--- src/rtl/calc_pkg.sv ---
`default_nettype none
// ============================================================================
// Module : calc_pkg
// Brief  : Shared opcode, error-code and sequencer state encodings.
// Rev    : 1.0  initial release
// ============================================================================
package calc_pkg;

    localparam logic [2:0] OP_ADD = 3'd0;
    localparam logic [2:0] OP_SUB = 3'd1;
    localparam logic [2:0] OP_MUL = 3'd2;
    localparam logic [2:0] OP_DIV = 3'd3;
    localparam logic [2:0] OP_MOD = 3'd4;

    localparam logic [2:0] ERR_OK      = 3'd0;
    localparam logic [2:0] ERR_DIV0    = 3'd1;
    localparam logic [2:0] ERR_OVF     = 3'd2;
    localparam logic [2:0] ERR_TIMEOUT = 3'd3;
    localparam logic [2:0] ERR_ILLEGAL = 3'd4;

    typedef enum logic [2:0] {
        ST_IDLE  = 3'd0,
        ST_CHECK = 3'd1,
        ST_ISSUE = 3'd2,
        ST_WAIT  = 3'd3,
        ST_RESP  = 3'd4
    } state_t;

endpackage
`default_nettype wire

--- src/rtl/cu_timeout_timer.sv ---
`default_nettype none
// ============================================================================
// Module : cu_timeout_timer
// Brief  : WAIT-cycle counter; expired flags the last allowed cycle.
// Rev    : 1.0  initial release
// ============================================================================
module cu_timeout_timer #(
    parameter int TIMEOUT = 15
) (
    input  logic clk,
    input  logic rst,
    input  logic clr,
    input  logic inc,
    output logic expired
);

    localparam int                c_cnt_w = $clog2(TIMEOUT);
    localparam logic [c_cnt_w-1:0] c_last = c_cnt_w'(TIMEOUT - 1);

    logic [c_cnt_w-1:0] count;

    always_ff @(posedge clk or negedge rst) begin
        if (!rst) begin
            count <= '0;
        end else if (clr) begin
            count <= '0;
        end else if (inc) begin
            count <= count + 1'b1;
        end
    end

    assign expired = (count == c_last);

endmodule
`default_nettype wire

--- src/rtl/calc_op_sequencer.sv ---
`default_nettype none
// ============================================================================
// Module : calc_op_sequencer
// Brief  : Screens, issues and times out one calculator operation at a time.
// Rev    : 1.0  initial release
// ============================================================================
module calc_op_sequencer
    import calc_pkg::*;
#(
    parameter int DATA_W  = 8,
    parameter int TIMEOUT = 15
) (
    input  logic              clk,
    input  logic              rst,
    input  logic              cu_en,
    input  logic              req_valid,
    output logic              req_ready,
    input  logic [2:0]        req_op,
    input  logic [DATA_W-1:0] req_a,
    input  logic [DATA_W-1:0] req_b,
    output logic              alu_start,
    output logic [2:0]        alu_op,
    output logic [DATA_W-1:0] alu_a,
    output logic [DATA_W-1:0] alu_b,
    input  logic              alu_done,
    input  logic [DATA_W-1:0] alu_result,
    input  logic              alu_ovf,
    output logic              rsp_valid,
    input  logic              rsp_ready,
    output logic [DATA_W-1:0] rsp_result,
    output logic [2:0]        rsp_err,
    output logic              busy
);

    state_t state;
    state_t state_nx;
    logic   done_seen;
    logic   expired;
    logic   illegal;
    logic   div0;

    assign illegal = (alu_op > OP_MOD);
    assign div0    = ((alu_op == OP_DIV) || (alu_op == OP_MOD)) && (alu_b == '0);

    // req_ready is gated by rst so nothing is offered while reset is held.
    assign req_ready = rst && cu_en && (state == ST_IDLE);
    assign alu_start = cu_en && (state == ST_ISSUE);
    assign rsp_valid = (state == ST_RESP);
    assign busy      = (state != ST_IDLE);

    cu_timeout_timer #(
        .TIMEOUT (TIMEOUT)
    ) u_timer (
        .clk     (clk),
        .rst     (rst),
        .clr     (cu_en && (state == ST_ISSUE)),
        .inc     (cu_en && (state == ST_WAIT)),
        .expired (expired)
    );

    always_ff @(posedge clk or negedge rst) begin
        if (!rst) begin
            state <= ST_IDLE;
        end else begin
            state <= state_nx;
        end
    end

    always_comb begin
        state_nx = state;
        if (cu_en) begin
            case (state)
                ST_IDLE:  if (req_valid) state_nx = ST_CHECK;
                ST_CHECK: state_nx = (illegal || div0) ? ST_RESP : ST_ISSUE;
                ST_ISSUE: state_nx = ST_WAIT;
                ST_WAIT:  if (alu_done || done_seen || expired) state_nx = ST_RESP;
                ST_RESP:  if (rsp_ready) state_nx = ST_IDLE;
                default:  state_nx = ST_IDLE;
            endcase
        end
    end

    always_ff @(posedge clk or negedge rst) begin
        if (!rst) begin
            alu_op     <= '0;
            alu_a      <= '0;
            alu_b      <= '0;
            rsp_result <= '0;
            rsp_err    <= ERR_OK;
            done_seen  <= 1'b0;
        end else begin
            if (req_valid && req_ready) begin
                alu_op <= req_op;
                alu_a  <= req_a;
                alu_b  <= req_b;
            end
            if (cu_en) begin
                if (state == ST_CHECK) begin
                    if (illegal) begin
                        rsp_result <= '0;
                        rsp_err    <= ERR_ILLEGAL;
                    end else if (div0) begin
                        rsp_result <= '0;
                        rsp_err    <= ERR_DIV0;
                    end
                end
                if (state == ST_WAIT) begin
                    // A completion latched during a stall is the first one; keep it.
                    if (!done_seen) begin
                        if (alu_done) begin
                            rsp_result <= alu_result;
                            rsp_err    <= alu_ovf ? ERR_OVF : ERR_OK;
                        end else if (expired) begin
                            rsp_result <= '0;
                            rsp_err    <= ERR_TIMEOUT;
                        end
                    end
                    done_seen <= 1'b0;
                end
            end else if ((state == ST_WAIT) && alu_done) begin
                rsp_result <= alu_result;
                rsp_err    <= alu_ovf ? ERR_OVF : ERR_OK;
                done_seen  <= 1'b1;
            end
        end
    end

endmodule
`default_nettype wire

--- config.mk ---
export PLATFORM = sky130hd
export DESIGN_NAME = calc_op_sequencer
export DESIGN_NICKNAME = d
export VERILOG_FILES = /design/src/rtl/calc_pkg.sv /design/src/rtl/cu_timeout_timer.sv /design/src/rtl/calc_op_sequencer.sv
export SDC_FILE = /design/constraint.sdc
export NUM_CORES = 1
export LEC_CHECK = 0
export CAP_MARGIN = 0
export CORE_MARGIN = 3
export CORE_UTILIZATION = 31
export CTS_BUF_LIST = sky130_fd_sc_hd__clkbuf_4
export DETAILED_ROUTE_END_ITERATION = 10
export GPL_TIMING_DRIVEN = 0
export SETUP_SLACK_MARGIN = 0.5
export SYNTH_ARGS = -nofsm -noshare
export SYNTH_HDL_FRONTEND = slang
export SYNTH_SLANG_ARGS = --single-unit
--- constraint.sdc ---
create_clock -name clk -period 1.55 [get_ports clk]
set_input_delay 0.465 -clock clk [delete_from_list [all_inputs] [get_ports clk]]
set_output_delay 0.465 -clock clk [all_outputs]
set_load 0.02 [all_outputs]
Word-level counts from Yosys, hierarchy flattened
Cells that the tools add are included.
{"block": "classes", "add_sub_neg": 1, "n_lt_le_gt_ge": 1, "n_eq_ne": 11, "muxes": 29, "reduce_logical": 18}
{"op": "$mux W8", "count": 9}
{"op": "$mux W3", "count": 13}
{"op": "$pmux W3 S5", "count": 1}
{"op": "$eq A3 B2 Y1 const B", "count": 3}
{"op": "$logic_not A8 Y1", "count": 1}
{"op": "$mux W4", "count": 2}
{"op": "$logic_and A1 B1 Y1", "count": 7}
{"op": "$eq A3 B3 Y1 const B", "count": 2}
{"op": "$ne A2 B1 Y1 const B", "count": 3}
{"op": "$add A4 B1 Y4 const B", "count": 1}
{"op": "$eq A4 B4 Y1 const B", "count": 1}
{"op": "$logic_or A1 B1 Y1", "count": 4}
{"op": "$reduce_and A4 Y1", "count": 1}
{"op": "$reduce_bool A2 Y1", "count": 2}
{"op": "$eq A3 B1 Y1 const B", "count": 1}
{"op": "$gt A3 B3 Y1 const B", "count": 1}
{"op": "$logic_not A3 Y1", "count": 1}
{"op": "$mux W1", "count": 3}
{"op": "$reduce_bool A3 Y1", "count": 1}
{"op": "$mux W2", "count": 1}
{"op": "$ne A2 B2 Y1 const B", "count": 1}
{"op": "$reduce_and A2 Y1", "count": 1}
{"block": "word_totals", "regBits": 38, "wordCells": 68}

Depth between registers and ports, before layout
{"block": "depth", "ltp_word": 11, "depth_mapped": 6}

Cells and area by module
Synthesis repeated with hierarchy kept, for this count alone.
{"block": "hier_totals", "cells_unflattened": 161, "hier_area_um2": 1893.1}
{"module": "calc_op_sequencer", "instances": 1, "cells_per_inst": 141, "area_each_um2": 1672.9}
{"module": "cu_timeout_timer", "instances": 1, "cells_per_inst": 20, "area_each_um2": 220.2}

Least setup slack after synthesis
No wires, ideal clock.
{"block": "synth_path", "path_type": "reg-to-reg", "start": "reg alu_b[1]", "end": "reg rsp_result[0]", "setup_time_ps": 121, "arrival_time_ps": 1634, "t_required_ps": 1429, "path_slack_ps": -205, "path_stages_with_launch": 5, "period_less_slack_ps": 1755, "path_cell_list": "dfrtp_1 > or4_4 > a2111oi_4 > nor4_4 > a22o_1"}
{"block": "synth_between", "elab_chain_len": 10}
{"item": "start, declared", "line_no": "calc_op_sequencer.sv:24", "text": "output logic [DATA_W-1:0] alu_b,"}
{"item": "start signal, assigned", "line_no": "calc_op_sequencer.sv:95", "text": "alu_b <= req_b;"}
{"item": "$logic_not A8 Y1 (*)", "line_no": "calc_op_sequencer.sv:43", "text": "assign div0 = ((alu_op == OP_DIV) || (alu_op == OP_MOD)) && (alu_b == '0);"}
{"item": "$logic_and A1 B1 Y1 (*)", "line_no": "calc_op_sequencer.sv:43"}
{"item": "$mux W8 (*)", "line_no": "calc_op_sequencer.sv:102", "text": "end else if (div0) begin"}
{"item": "$mux W8 (*)", "line_no": "calc_op_sequencer.sv:99", "text": "if (illegal) begin"}
{"item": "$mux W8 (*)", "line_no": "calc_op_sequencer.sv:98", "text": "if (state == ST_CHECK) begin"}
{"item": "$mux W8", "line_no": "calc_op_sequencer.sv:113", "text": "end else if (expired) begin"}
{"item": "$mux W8", "line_no": "calc_op_sequencer.sv:110", "text": "if (alu_done) begin"}
{"item": "$mux W8", "line_no": "calc_op_sequencer.sv:109", "text": "if (!done_seen) begin"}
{"item": "$mux W8 (*)", "line_no": "calc_op_sequencer.sv:107", "text": "if (state == ST_WAIT) begin"}
{"item": "$mux W8 (*)", "line_no": "calc_op_sequencer.sv:97", "text": "if (cu_en) begin"}
{"item": "end signal, assigned", "line_no": "calc_op_sequencer.sv:111", "text": "rsp_result <= alu_result;"}
{"item": "end signal, assigned", "line_no": "calc_op_sequencer.sv:121", "text": "rsp_result <= alu_result;"}
{"item": "end, declared", "line_no": "calc_op_sequencer.sv:30", "text": "output logic [DATA_W-1:0] rsp_result,"}
Mark *: on every way between the ends. The rest lies on a longest branch, timed or not.
A chain may end at the register's enable or synchronous reset.

Worst setup path in the final report
{"block": "layout_path", "start": "reg state[0]", "end": "out busy"}
{"block": "layout_between", "elab_chain_len": 1}
{"item": "start, declared", "line_no": "calc_op_sequencer.sv:35", "text": "state_t state;"}
{"item": "start signal, assigned", "line_no": "calc_op_sequencer.sv:65", "text": "state <= state_nx;"}
{"item": "$reduce_bool A3 Y1", "line_no": "calc_op_sequencer.sv:49", "text": "assign busy = (state != ST_IDLE);"}
{"item": "end, declared", "line_no": "calc_op_sequencer.sv:32", "text": "output logic busy"}
No other way between the ends.

==> qor.csv <==
stage;metric;value;unit
worst_setup_path;flop-to-flop setup slack;-280;ps
yosys;sequential area share after synthesis;52.7;%
yosys;post-synthesis adder-cell area fraction;1.39;%
die;Core Rows;27;
yosys;post-synthesis mux area share;13.6;%
drt;via/cell ratio;5.06;
drt;top routing layer in use;met4;
worst_setup_path;R2R Path End;state[0];
worst_setup_path;Worst EP arrival;1410;ps
cts;Max clock buf depth;2;
worst_setup_path;CP Launch Type;flip-flop;
yosys;library cells used by synthesis;45;
place;routability cong.;0.922;
cells_and_area;commonest non-fill, non-tap cell in the layout;buf_6;
place;Setup WS pre-CTS;-1100;ps
cells_and_area;most frequent cells in the layout;buf_6, clkdlybuf4s50_1, dfrtp_1;
yosys;Avg Inst Size Synth;12.7;um2
grt;first-pass GRT wire length;8340;um
worst_setup_path;R2R Path Start;state[1];
drt;Post-DRT Antenna Nets;0;
place;placed insts;281;
cts;CTS H-tree depth;2;
yosys;Cells after Synth;142;
die;Die Footprint;6780;um2
drt;DRC;0;
cells_and_area;area growth from synthesis to layout;87.7;%
power;sequential share of power;28.7;%
worst_setup_path;CP peak stage delay;440;ps
cells_and_area;fill count;449;
power;Int Power;4.06;mW
yosys;yosys warns;0;
power;logic gate share of total power;63.7;%
yosys;register bit total from synthesis;38;
run;max_cap viols;0;
worst_setup_path;worst-path cell chain;clkbuf_8 > or3_4 > buf_6;
cells_and_area;# diodes;0;
timing;final worst setup slack;-322;ps
cts;later-pin clock latency in the skew report;330;ps
grt;GRT overflow;0;
cts;CTS sink cnt;38;
cells_and_area;Nets;300;
timing;Max Clock Freq;0.534;GHz
drt;routed len/inst;17.0;um
timing;final setup vio count;39;
worst_setup_path;Worst EP required;1080;ps
cts;hold_buf cts;0;
worst_setup_path;CP Max Fanout;2;
die;Initial Utilization;32.4;%
yosys;post-synth design cell area;1810;um2
yosys;compound-gate portion of the synthesized area;15.2;%
drt;initial detailed-routing violation count;47;
timing;fin crit period;1870;ps
die;Die Span Y;82.3;um
timing;TNS Setup;-4820;ps
timing;Tcrit/Tclk final;121;%
timing;Rel. slew slack;65.5;%
drt;via count;1705;
grt;GRT Total Usage;16.7;%
die;Die W;82.3;um
cts;CTS Root Cell;clkbuf_4;
timing;Worst Max-Slew Pin Slew;514;ps
die;I/O Pins;68;
timing;final max-slew violation count;0;
drt;Met1 Routed Length;2220;um
worst_setup_path;CP endpoint kind;primary output;
power;Pwr Density;1970;nW/um2
yosys;Post-Syn Nets;178;
grt;vias in the first global route;1723;
timing;clock skew;10.0;ps
yosys;Post-synth EDFFs;0;
cells_and_area;share of cells above drive strength 1;59.6;%
worst_setup_path;critical path class;reg2out;
drt;routed wire length;5730;um
worst_setup_path;reg2reg path depth;6;
drt;met3 WL;352;um
power;Final Total Pwr;6.68;mW
cells_and_area;non-filler instance count after layout;337;
timing;RSZ-0062 raised after global routing;yes;
power;Sw Ratio;39.2;%
place;port buffer count;67;
drt;drt pass-1 iters;4;
cts;Inserted Clock Buffers;5;
cts;CTS tree;done;
power;Net Sw Power;2.62;mW
power;clock power share;7.5;%
min_path;HP Class;in2async;
power;VDD IR-drop max;0.000958;V
grt;largest net degree at the start of global routing;40;
drt;met2 WL;3090;um
run_status;status;finished with violations;
yosys;Synth Flop Type;dfrtp_1;
place;DP HPWL;3490;um
worst_setup_path;Crit-path slowest cell;dfrtp_2;
yosys;Post-Synth XOR/XNOR Area;0;%
run_status;failing checks;setup timing;
timing;Hold Fails Final Rpt;0;
die;core area;5570;um2
yosys;Simple-Gate Fraction of Synth Area;14.3;%
grt;initial antenna violation count;0;
yosys;Post-synth ARST share;100;%
yosys;largest family of logic cells by synthesized area;compound AO/OA/AOI/OAI gates;
cts;clock slew at reported path FFs;120;ps
power;Pleak;1.50;nW
## cell usage after synthesis (2+ instances only)
cell type,n,share of area [%]
inv_1,5,1.0
a21oi_1,2,0.55
ha_1,2,1.4
dfrtp_1,38,53
nand3_1,3,0.83
o2111ai_1,2,0.97
buf_2,2,0.55
mux2i_1,2,1.1
a21o_1,2,0.83
nor3_1,2,0.55
a31oi_1,2,0.69
nor2_1,5,1.0
nand2_1,6,1.2
nor3b_1,2,0.83
nor4_1,2,0.69
a22o_1,11,5.3
mux2_2,19,12
o21ai_0,7,1.9
a211oi_1,2,0.83
## per-stage QoR
step	area, um2	hold slack [ps]	util, %
after floorplan	1880	169	-
after global placement	2640	480	47.4
after detailed placement	2640	481	47.3
after CTS	3200	12.8	57.4
after global routing	3390	3.18	60.8
final	3390	8.01	60.8
## power groups by stage
stage	sequential (mW)	combinational [mW]	clock, mW
global route	1.97	4.51	0.564
detailed placement	1.92	2.75	0
finish	1.92	4.25	0.504
floorplan	2.31	1.12	0
CTS	1.89	3.83	0.522
global placement	1.88	2.71	0
## how the worst max path moves through the flow
stage / to / cells after the start / from
after floorplan: rsp_result[0] / 4 / alu_b[4]
after global placement: req_ready / 3 / rst
after detailed placement: req_ready / 3 / rst
after CTS: busy / 3 / state[0]
after global routing: busy / 3 / state[0]
final: busy / 3 / state[0]
## metal layers
metal  up-vias  track usage [%]
li1        783                -
met1       853             18.8
met2        61             29.1
met3         8             5.42
met4         0             6.31
met5         -                0
## sequential cells by signal, summed over array words and instances, names as in the netlist
name and flops:
rsp_result 8, rsp_err 3, done_seen 1, alu_a 8
alu_b 8, state 3, alu_op 3, u_timer.count 4
## area by class of cell
cell class | count | area, um2 | area share [%]
plain buffers | 5 | 62.6 | 1.85
clock buffers | 5 | 37.5 | 1.11
clock inverters | 3 | 16.3 | 0.480
inverters | 5 | 18.8 | 0.554
multi-input cells | 94 | 1020 | 30.0
flip-flops and latches | 38 | 962 | 28.4
well taps | 72 | 90.1 | 2.66
repair buffers | 115 | 1180 | 34.9
## timing repair
item	4_1_cts	5_1_grt
pin swaps	11	6
setup endpoints to repair	72	72
setup buffers	34	13
gates resized for setup	248	18
gates cloned	1	0
## critical path, delay by kind of cell (launching register included)
kind	cells	cell delay (ps)
DFF	1	440
buffers and inverters	2	280
and+or+nand+nor	1	350
## logic make-up after synthesis
| group | Yosys count |
|---|---|
| compound gates | 34 |
| buf+inv | 10 |
| flops | 38 |
| fa+ha+maj | 2 |
| mux | 22 |
| simple gates | 36 |
Power figures use the tool's default switching activity.
